**src/rtl/envase_pkg.sv**
```systemverilog
// Shared definitions for the filling/sealing line controller: FSM state
// encoding and default sizing of the reservoir and batch counters.
package envase_pkg;

  typedef enum logic [2:0] {
    ST_IDLE    = 3'd0,
    ST_ADVANCE = 3'd1,
    ST_FILL    = 3'd2,
    ST_SEAL    = 3'd3,
    ST_ALARM   = 3'd4
  } state_t;

  localparam int unsigned DEF_RES_W       = 7;
  localparam int unsigned DEF_RES_MAX     = 99;
  localparam int unsigned DEF_MIN_CORKS   = 15;
  localparam int unsigned DEF_REFILL_AMT  = 20;
  localparam int unsigned DEF_BATCH_SIZE  = 12;
  localparam int unsigned DEF_BATCH_W     = 4;
  localparam int unsigned DEF_BATCH_LIMIT = 10;

endpackage

```
**src/rtl/controle_envase_rolhas_if.sv**
```systemverilog
// Line-side bundle of the controller: sensors, load/refill handshake,
// actuators and status. The controller uses the slave modport.
interface controle_envase_rolhas_if #(
  parameter int unsigned RES_W   = 7,
  parameter int unsigned BATCH_W = 4
);
  logic               enable;
  logic               pg;
  logic               ch;
  logic               cq;
  logic               load_valid;
  logic [RES_W-1:0]   load_amt;
  logic               refill_ack;
  logic               m;
  logic               ev;
  logic               ve;
  logic               al;
  logic [2:0]         state;
  logic [RES_W-1:0]   rolhas;
  logic [BATCH_W-1:0] bottle_cnt;
  logic [BATCH_W-1:0] batch_cnt;
  logic               batch_done;
  logic               low_level;
  logic               load_reject;
  logic               refill_req;

  modport slave (
    input  enable, pg, ch, cq, load_valid, load_amt, refill_ack,
    output m, ev, ve, al, state, rolhas, bottle_cnt, batch_cnt,
           batch_done, low_level, load_reject, refill_req
  );

  modport master (
    output enable, pg, ch, cq, load_valid, load_amt, refill_ack,
    input  m, ev, ve, al, state, rolhas, bottle_cnt, batch_cnt,
           batch_done, low_level, load_reject, refill_req
  );
endinterface

```
**src/rtl/reservatorio_rolhas.sv**
```systemverilog
// Saturating cork reservoir: consume/add arithmetic, manual load rejection
// and, with AUTO_REFILL_EN defined, the refill request/ack handshake.
module reservatorio_rolhas #(
  parameter int unsigned RES_W      = 7,
  parameter int unsigned RES_MAX    = 99,
  parameter int unsigned MIN_CORKS  = 15,
  parameter int unsigned REFILL_AMT = 20
) (
  input  logic             clk,
  input  logic             clr,
  input  logic             consume,
  input  logic             load_valid,
  input  logic [RES_W-1:0] load_amt,
  input  logic             refill_ack,
  output logic [RES_W-1:0] rolhas,
  output logic             low_level,
  output logic             load_reject,
  output logic             refill_req
);
  localparam int unsigned W = RES_W + 1;

  logic [W-1:0] after_cons;
  logic [W-1:0] manual_sum;
  logic [W-1:0] next_val;
  logic         ack_ok;
  logic         reject;

  always_comb begin
`ifdef AUTO_REFILL_EN
    ack_ok = refill_ack & refill_req;
`else
    // Ack has no meaning without the automatic refill path.
    ack_ok = refill_ack & 1'b0;
`endif
    after_cons = {1'b0, rolhas} - W'(consume);
    manual_sum = after_cons + {1'b0, load_amt};
    next_val   = after_cons;
    reject     = 1'b0;
    if (ack_ok) begin
      // Refill wins over a simultaneous manual load, which is refused.
      if (32'(after_cons) + REFILL_AMT > RES_MAX) next_val = W'(RES_MAX);
      else                                        next_val = W'(32'(after_cons) + REFILL_AMT);
      reject = load_valid;
    end else if (load_valid) begin
      if (manual_sum <= W'(RES_MAX)) next_val = manual_sum;
      else                           reject   = 1'b1;
    end
  end

  always_ff @(posedge clk) begin
    if (clr) begin
      rolhas      <= '0;
      low_level   <= 1'b0;
      load_reject <= 1'b0;
      refill_req  <= 1'b0;
    end else begin
      rolhas      <= next_val[RES_W-1:0];
      low_level   <= (32'(next_val) < MIN_CORKS);
      load_reject <= reject;
`ifdef AUTO_REFILL_EN
      refill_req  <= ack_ok ? 1'b0 : (refill_req | low_level);
`else
      refill_req  <= 1'b0;
`endif
    end
  end
endmodule

```
**src/rtl/controle_envase_rolhas.sv**
```systemverilog
// Filling/sealing line controller: advance/fill/seal FSM, bottle and batch
// counters, reservoir sub-module. Optional feature macro: AUTO_REFILL_EN.
module controle_envase_rolhas
  import envase_pkg::*;
#(
  parameter int unsigned RES_W       = DEF_RES_W,
  parameter int unsigned RES_MAX     = DEF_RES_MAX,
  parameter int unsigned MIN_CORKS   = DEF_MIN_CORKS,
  parameter int unsigned REFILL_AMT  = DEF_REFILL_AMT,
  parameter int unsigned BATCH_SIZE  = DEF_BATCH_SIZE,
  parameter int unsigned BATCH_W     = DEF_BATCH_W,
  parameter int unsigned BATCH_LIMIT = DEF_BATCH_LIMIT
) (
  input  logic                   clk,
  input  logic                   clr,
  controle_envase_rolhas_if.slave bus
);
  state_t             state_q;
  state_t             state_d;
  logic [RES_W-1:0]   rolhas_q;
  logic [BATCH_W-1:0] bottle_q;
  logic [BATCH_W-1:0] batch_q;
  logic               consume;
  logic               last_cork;

  assign consume   = (state_q == ST_SEAL) && bus.cq && (rolhas_q != '0);
  assign last_cork = (rolhas_q == RES_W'(1));

  always_comb begin
    state_d = state_q;
    unique case (state_q)
      ST_IDLE:    if (bus.enable) state_d = (rolhas_q != '0) ? ST_ADVANCE : ST_ALARM;
      ST_ADVANCE: if (!bus.enable) state_d = ST_IDLE;
                  else if (bus.pg) state_d = ST_FILL;
      ST_FILL:    if (!bus.enable) state_d = ST_IDLE;
                  else if (bus.ch) state_d = ST_SEAL;
      // An open bottle is always sealed before enable is honoured.
      ST_SEAL:    if (consume) begin
                    if (!bus.enable)   state_d = ST_IDLE;
                    else if (last_cork) state_d = ST_ALARM;
                    else               state_d = ST_ADVANCE;
                  end
      ST_ALARM:   if (!bus.enable || rolhas_q != '0) state_d = ST_IDLE;
      default:    state_d = ST_IDLE;
    endcase
  end

  always_ff @(posedge clk) begin
    if (clr) begin
      state_q        <= ST_IDLE;
      bus.m          <= 1'b0;
      bus.ev         <= 1'b0;
      bus.ve         <= 1'b0;
      bus.al         <= 1'b0;
      bottle_q       <= '0;
      batch_q        <= '0;
      bus.batch_done <= 1'b0;
    end else begin
      state_q        <= state_d;
      bus.m          <= (state_d == ST_ADVANCE);
      bus.ev         <= (state_d == ST_FILL);
      bus.ve         <= (state_d == ST_SEAL);
      bus.al         <= (state_d == ST_ALARM);
      bus.batch_done <= 1'b0;
      if (consume) begin
        if (bottle_q == BATCH_W'(BATCH_SIZE - 1)) begin
          bottle_q       <= '0;
          bus.batch_done <= 1'b1;
          batch_q        <= (batch_q == BATCH_W'(BATCH_LIMIT - 1)) ? '0 : batch_q + 1'b1;
        end else begin
          bottle_q <= bottle_q + 1'b1;
        end
      end
    end
  end

  assign bus.state      = state_q;
  assign bus.rolhas     = rolhas_q;
  assign bus.bottle_cnt = bottle_q;
  assign bus.batch_cnt  = batch_q;

  reservatorio_rolhas #(
    .RES_W      (RES_W),
    .RES_MAX    (RES_MAX),
    .MIN_CORKS  (MIN_CORKS),
    .REFILL_AMT (REFILL_AMT)
  ) u_reservatorio (
    .clk         (clk),
    .clr         (clr),
    .consume     (consume),
    .load_valid  (bus.load_valid),
    .load_amt    (bus.load_amt),
    .refill_ack  (bus.refill_ack),
    .rolhas      (rolhas_q),
    .low_level   (bus.low_level),
    .load_reject (bus.load_reject),
    .refill_req  (bus.refill_req)
  );
endmodule

```
**src/flat_wrapper.sv**
```systemverilog
// flat-port wrapper written by rule: the top's interface ports become plain ports
module controle_envase_rolhas_flat import envase_pkg::*;
#(
  parameter int unsigned RES_W       = DEF_RES_W,
  parameter int unsigned RES_MAX     = DEF_RES_MAX,
  parameter int unsigned MIN_CORKS   = DEF_MIN_CORKS,
  parameter int unsigned REFILL_AMT  = DEF_REFILL_AMT,
  parameter int unsigned BATCH_SIZE  = DEF_BATCH_SIZE,
  parameter int unsigned BATCH_W     = DEF_BATCH_W,
  parameter int unsigned BATCH_LIMIT = DEF_BATCH_LIMIT
)
  (clk, clr, bus_enable, bus_pg, bus_ch, bus_cq, bus_load_valid, bus_load_amt, bus_refill_ack, bus_m, bus_ev, bus_ve, bus_al, bus_state, bus_rolhas, bus_bottle_cnt, bus_batch_cnt, bus_batch_done, bus_low_level, bus_load_reject, bus_refill_req);
  controle_envase_rolhas_if #(.RES_W(RES_W), .BATCH_W(BATCH_W)) bus_i ();
  input  logic clk;
  input  logic clr;
  input wire logic [$bits(bus_i.enable)-1:0] bus_enable;
  input wire logic [$bits(bus_i.pg)-1:0] bus_pg;
  input wire logic [$bits(bus_i.ch)-1:0] bus_ch;
  input wire logic [$bits(bus_i.cq)-1:0] bus_cq;
  input wire logic [$bits(bus_i.load_valid)-1:0] bus_load_valid;
  input wire logic [$bits(bus_i.load_amt)-1:0] bus_load_amt;
  input wire logic [$bits(bus_i.refill_ack)-1:0] bus_refill_ack;
  output wire logic [$bits(bus_i.m)-1:0] bus_m;
  output wire logic [$bits(bus_i.ev)-1:0] bus_ev;
  output wire logic [$bits(bus_i.ve)-1:0] bus_ve;
  output wire logic [$bits(bus_i.al)-1:0] bus_al;
  output wire logic [$bits(bus_i.state)-1:0] bus_state;
  output wire logic [$bits(bus_i.rolhas)-1:0] bus_rolhas;
  output wire logic [$bits(bus_i.bottle_cnt)-1:0] bus_bottle_cnt;
  output wire logic [$bits(bus_i.batch_cnt)-1:0] bus_batch_cnt;
  output wire logic [$bits(bus_i.batch_done)-1:0] bus_batch_done;
  output wire logic [$bits(bus_i.low_level)-1:0] bus_low_level;
  output wire logic [$bits(bus_i.load_reject)-1:0] bus_load_reject;
  output wire logic [$bits(bus_i.refill_req)-1:0] bus_refill_req;
  assign bus_i.enable = bus_enable;
  assign bus_i.pg = bus_pg;
  assign bus_i.ch = bus_ch;
  assign bus_i.cq = bus_cq;
  assign bus_i.load_valid = bus_load_valid;
  assign bus_i.load_amt = bus_load_amt;
  assign bus_i.refill_ack = bus_refill_ack;
  assign bus_m = bus_i.m;
  assign bus_ev = bus_i.ev;
  assign bus_ve = bus_i.ve;
  assign bus_al = bus_i.al;
  assign bus_state = bus_i.state;
  assign bus_rolhas = bus_i.rolhas;
  assign bus_bottle_cnt = bus_i.bottle_cnt;
  assign bus_batch_cnt = bus_i.batch_cnt;
  assign bus_batch_done = bus_i.batch_done;
  assign bus_low_level = bus_i.low_level;
  assign bus_load_reject = bus_i.load_reject;
  assign bus_refill_req = bus_i.refill_req;
  controle_envase_rolhas #(.RES_W(RES_W), .RES_MAX(RES_MAX), .MIN_CORKS(MIN_CORKS), .REFILL_AMT(REFILL_AMT), .BATCH_SIZE(BATCH_SIZE), .BATCH_W(BATCH_W), .BATCH_LIMIT(BATCH_LIMIT)) u_core (.clk(clk), .clr(clr), .bus(bus_i));
endmodule
```
**config.mk**
```make
export PLATFORM = sky130hd
export DESIGN_NAME = controle_envase_rolhas_flat
export DESIGN_NICKNAME = d
export VERILOG_FILES = /design/src/rtl/envase_pkg.sv /design/src/rtl/controle_envase_rolhas_if.sv /design/src/rtl/reservatorio_rolhas.sv /design/src/rtl/controle_envase_rolhas.sv /design/src/flat_wrapper.sv
export SDC_FILE = /design/constraint.sdc
export NUM_CORES = 1
export LEC_CHECK = 0
export ABC_AREA = 1
export CAP_MARGIN = 5
export CORE_MARGIN = 2
export CORE_UTILIZATION = 40
export DETAILED_ROUTE_END_ITERATION = 10
export HOLD_SLACK_MARGIN = 0.05
export PLACE_DENSITY = 0.71
export SYNTH_ARGS = -nofsm -noshare
export SYNTH_HDL_FRONTEND = slang
export SYNTH_HIERARCHICAL = 1
export SYNTH_SLANG_ARGS = --single-unit
```
**constraint.sdc**
```tcl
create_clock -name clk -period 4.1 [get_ports clk]
set_clock_uncertainty 0.1 [all_clocks]
set_input_delay 0.82 -clock clk [delete_from_list [all_inputs] [get_ports clk]]
set_output_delay 0.82 -clock clk [all_outputs]
set_load 0.02 [all_outputs]
```
-- After elaboration in Yosys (flattened, before gate mapping)
Index checks and enable logic that the tools add are counted.
- flip-flop bits (word level): 25
- input port bits: 15
- output and inout port bits: 26
- logic and storage cells: 56
- add/subtract/negate cells: 4
- magnitude comparators: 2
- equality and inequality tests: 11
- muxes and demuxes: 17
- bitwise operators: 2
- reduce and logical (&&, ||, !) cells: 9
- operators with widths (operator ; number):
    3-bit 2-to-1 mux ; 10
    8-bit 2-to-1 mux ; 2
    3-bit one-hot mux with 5 select lines ; 1
    3-bit by 2-bit equality test with 1-bit output (second input constant) ; 4
    4-bit by 1-bit adder with 4-bit output (second input constant) ; 2
    8-bit by 7-bit adder with 8-bit output ; 1
    4-bit equality test (second input constant) ; 2
    8-bit by 7-bit <= comparator with 1-bit output (second input constant) ; 1
    8-bit by 4-bit < comparator with 1-bit output (second input constant) ; 1
    4-bit 2-to-1 mux ; 2
    7-bit by 1-bit subtractor with 8-bit output ; 1
    7-bit by 1-bit equality test with 1-bit output (second input constant) ; 1
    7-bit nonzero test ; 1
    3-bit by 1-bit equality test with 1-bit output (second input constant) ; 2
    3-bit equality test (second input constant) ; 2
    2-bit OR reduction ; 2
    3-bit zero test ; 1
    1-bit logical AND ; 2
    1-bit 2-to-1 mux ; 2
    1-bit NOT ; 2
    2-bit AND reduction ; 1
    1-bit zero test ; 1
    1-bit logical OR ; 1

-- Depth between registers and ports, before layout
- word-level depth: 9
- mapped depth: 24
- depth with buffers taken out: 24

-- By module
Netlist, hierarchy kept.
- by module, submodules not included (module ; times used ; cells each ; area each (µm²) ; seq. area each (µm²)):
    reservatorio_rolhas ; 1 ; 146 ; 945.9 ; 180.2
    controle_envase_rolhas ; 1 ; 124 ; 843.3 ; 320.3

-- Worst setup path before layout
OpenSTA, ideal clock, no wires.
- path type: input -> register
- start: in bus_cq
- end: reg u_core.u_reservatorio.low_level
- arrival: 3.270 ns
- path slack: 0.666 ns
- cell stages on the path: 20
- path buffers: 0
- cells stage by stage: inv_1 -> nor2_4 -> nand2_4 -> inv_4 -> ha_1 -> ha_1 -> nand2_1 -> nor3_1 -> xor2_1 -> ha_1 -> a21o_1 -> a21oi_1 -> nand3_1 -> nand2_4 -> nand3_4 -> nand2_1 -> nand2_1 -> nor2_1 -> nand2_1 -> nor2_1
- cells in the longest elaborated chain, start to end: 8
- RTL lines (item ; line ; text):
    start, declared ; flat_wrapper.sv:19 ; input wire logic [$bits(bus_i.cq)-1:0] bus_cq;
    1-bit logical AND (*) (2 in series) ; controle_envase_rolhas.sv:26 ; assign consume = (state_q == ST_SEAL) && bus.cq && (rolhas_q != '0);
    named net u_core.consume ; controle_envase_rolhas.sv:23 ; logic consume;
    7-bit by 1-bit subtractor with 8-bit output (*) ; reservatorio_rolhas.sv:35 ; after_cons = {1'b0, rolhas} - W'(consume);
    8-bit by 7-bit adder with 8-bit output ; reservatorio_rolhas.sv:36 ; manual_sum = after_cons + {1'b0, load_amt};
    8-bit by 7-bit <= comparator with 1-bit output ; reservatorio_rolhas.sv:45 ; if (manual_sum <= W'(RES_MAX)) next_val = manual_sum;
    8-bit 2-to-1 mux ; reservatorio_rolhas.sv:45 ;
    8-bit 2-to-1 mux (*) ; reservatorio_rolhas.sv:44 ; end else if (load_valid) begin
    8-bit by 4-bit < comparator with 1-bit output (*) ; reservatorio_rolhas.sv:58 ; low_level <= (32'(next_val) < MIN_CORKS);
    end signal, assigned ; reservatorio_rolhas.sv:58 ;
    end, declared ; reservatorio_rolhas.sv:16 ; output logic low_level,
Mark *: on every way through the listed nets, which the timed path passes. The rest lies on a longest branch.
A chain may end at the register's enable or synchronous reset.

-- Worst setup path in the final report
Ends and elaborated chain as after synthesis.

==> impl_metrics.yaml <==
detailed_routing:
  detail-route-antenna-nets: 0
  drc: 0
  firstDrtPassIters: 4
  wl_um: 3600
  wl_per_cell_um: 9.90
  via_per_inst: 4.82
  drt_iter0_markers: 76
  num_vias: 1753
synthesis:
  ys_seq_area_share_pct: 28.0
  synthArstFlopShare_pct: 0
  synth_seq_cells: 25
  synth_area_leaders: "dfxtp_1 28%, nand2_1 15%, inv_1 8.6%"
  syn_inst: 270
  synth_edf_count: 0
  synth_cell_types: 33
  yosysMostFrequentCell: "nand2_1"
  synth_common_cells: "70 x nand2_1, 41 x inv_1, 27 x nor2_1"
  synth_top_area_share_pct: 28.0
  yosys_warnings: 6
  synth.avg_cell_area_um2: 6.63
  yosysTopAreaCell: "dfxtp_1"
  synth_fp_nets: 297
  synth_area_mm2: 0.00179
  ys.flop_type: "dfxtp_1"
finish:
  nNetsFinal: 340
  utilization_pct: 52.9
  stdcell_area_mm2: 0.00229
  diodes: 0
  layout-drive-gt1-share_pct: 9.62
  syn_to_final_growth_pct: 27.9
  stdcell_count: 364
global_routing:
  grt_antenna_before_repair: 0
  grtUsageTotal_pct: 15.0
  grt_max_degree: 19
  grt_pass1_vias: 1533
  grt_overflow: 0
  grt_pass1_wl_um: 6200
timing:
  final_hold_viol_count: 0
  setup-tns-final_ps: 0
  slew_violations: 0
  fin_crit_sh_pct: 92.2
  setup_viol: 0
  fmax_mhz: 265
  worstMarginPinSlew_ps: 648
  relSlewSlack_pct: 56.7
  min_period_ps: 3780
placement:
  port_buffers: 38
  routabilityCongestion: 0.765
  place_area_mm2: 0.00223
  dp.cells: 359
  hpwlAfterDp_um: 3020
clocking:
  cts_root_buf: "clkbuf_8"
  cts_max_path_buffers: 2
  cts_tree: "yes"
  clkTransAtPathRegs_ps: 90
  clk_latency_ps: 270
  h-tree-depth: 1
  holdBufCountCts: 0
  cts_resized: 0
  cts_buffers: 3
  clock-sinks: 25
die:
  die_x_um: 70.9
  start_util_pct: 41.4
  core_region_area_mm2: 0.00432
  fp.dieArea_mm2: 0.00502
  dieHeight_um: 70.9
  rows: 24
  ios: 41
setup_path:
  cp.arrival_ps: 3890
  max_stage_delay_ps: 450
  cp_max_fo: 9
  path_class: "in2reg"
  crit_slowest_cell: "clkdlybuf4s50_1"
  cp_common_cell: "nand2_1"
  crit_path_end_kind: "flop"
  critPathLaunchType: "input pin"
  cp_top_family: "simple AND/OR/NAND/NOR gates"
  crit_required_ps: 4210
  crit_buf_inv: 3
  cp_cell_sequence: "clkdlybuf4s50_1 > inv_1 > nor2_4 > nand2_4 > inv_4 > ha_1 > ha_1 > nand2_1 > nor3_1 > xor2_1 > ha_1 > a21o_1 > a21oi_1 > nand3_1 > nand2_4 > nand3_4 > nand2_1 > nand2_1 > nor2_1 > nand2_1 > nor2_1"
worst_hold_path:
  min_path_type: "reg2reg"
power:
  leakage_nw: 1.12
  p_per_area_mw_per_mm2: 510
  finalPower_mw: 1.17
  ir_drop_mv: 0.242
job:
  cap_viol_max_count: 0
outcome:
  status: "finished, final reports clean"
-- per-layer routing --
layer  GRT usage [%]  wire [um]  up-vias
met5               0          0        -
met4            4.40         21        0
met3            1.71        125        2
met2            27.7       1830       36
met1            18.1       1620      782
li1                -          -      933
-- cell type report --
| class | instances | area [um^2] |
|---|---|---|
| fill | 436 | 2040 |
| tap | 52 | 65.1 |
| clock inverter | 1 | 5.00 |
| clock buffer | 3 | 41.3 |
| timing repair buffer | 42 | 410 |
| inverter | 44 | 168 |
| sequential | 25 | 500 |
| multi-input combinational | 197 | 1100 |
-- logic make-up after synthesis --
group	synth area share (%)
buf+inv	10.6
other cells	0.210
compound gates	6.99
flops	28.0
fa+ha+maj	8.81
xor+xnor	4.41
simple gates	41.0
-- path summary, 6_finish.rpt --
check,from,end,slack (ps),cells after the start
worst min register to register,u_core/bus.batch_cnt[2],u_core/bus.batch_cnt[2],390,2
worst max-delay path,bus_cq,u_core/u_reservatorio/low_level,320,21
worst max register to register,u_core/u_reservatorio/rolhas[3],u_core/u_reservatorio/low_level,780,24
worst min-delay path,u_core/bus.batch_cnt[2],u_core/bus.batch_cnt[2],390,2
-- layout by cell type (no fill, tap or decap), types with 6 or more instances in the layout --
master,instances
xor2_1,6
nand2_1,70
ha_1,11
nor2_1,27
nand4_1,9
a21oi_1,15
clkdlybuf4s50_1,38
inv_1,41
dfxtp_1,25
nand3_1,21
nand2_2,6
-- sequential cells by signal, indices dropped and copies added (netlist names) --
signal and cells:
u_core/bus.batch_done 1, u_core/bus.m 1, u_core/bus.state 3, u_core/bus.batch_cnt 4, u_core/bus.bottle_cnt 4, u_core/u_reservatorio/load_reject 1
u_core/bus.al 1, u_core/bus.ve 1, u_core/u_reservatorio/rolhas 7, u_core/bus.ev 1, u_core/u_reservatorio/low_level 1
-- power breakdown --
group          internal (mW)  leakage [nW]  switching [mW]
Combinational          0.283         0.896           0.409
Clock                 0.0680        0.0255          0.0769
Sequential             0.288         0.203          0.0413
Total                  0.639          1.12           0.527
-- per-stage QoR --
| stage | setup slack [ps] | hold slack, ps |
|---|---|---|
| 3_5_place_dp | -31.4 | 372 |
| 3_3_place_gp | 27.6 | 368 |
| 2_1_floorplan | 666 | 448 |
| 6_report | 321 | 388 |
| 4_1_cts | 243 | 386 |
| 5_1_grt | -0.565 | 437 |
-- tightest hold or removal path, stage by stage (launching register included) --
cell	delay [ps]
dfxtp_1	330
nand2_1	60
a21oi_1	50
-- what timing repair did --
action	in CTS	in global routing
setup endpoints to repair	0	1
buffers inserted	0	1
endpoints found under the hold margin	0	0
Note: power is estimated with default switching activity, not from simulation.
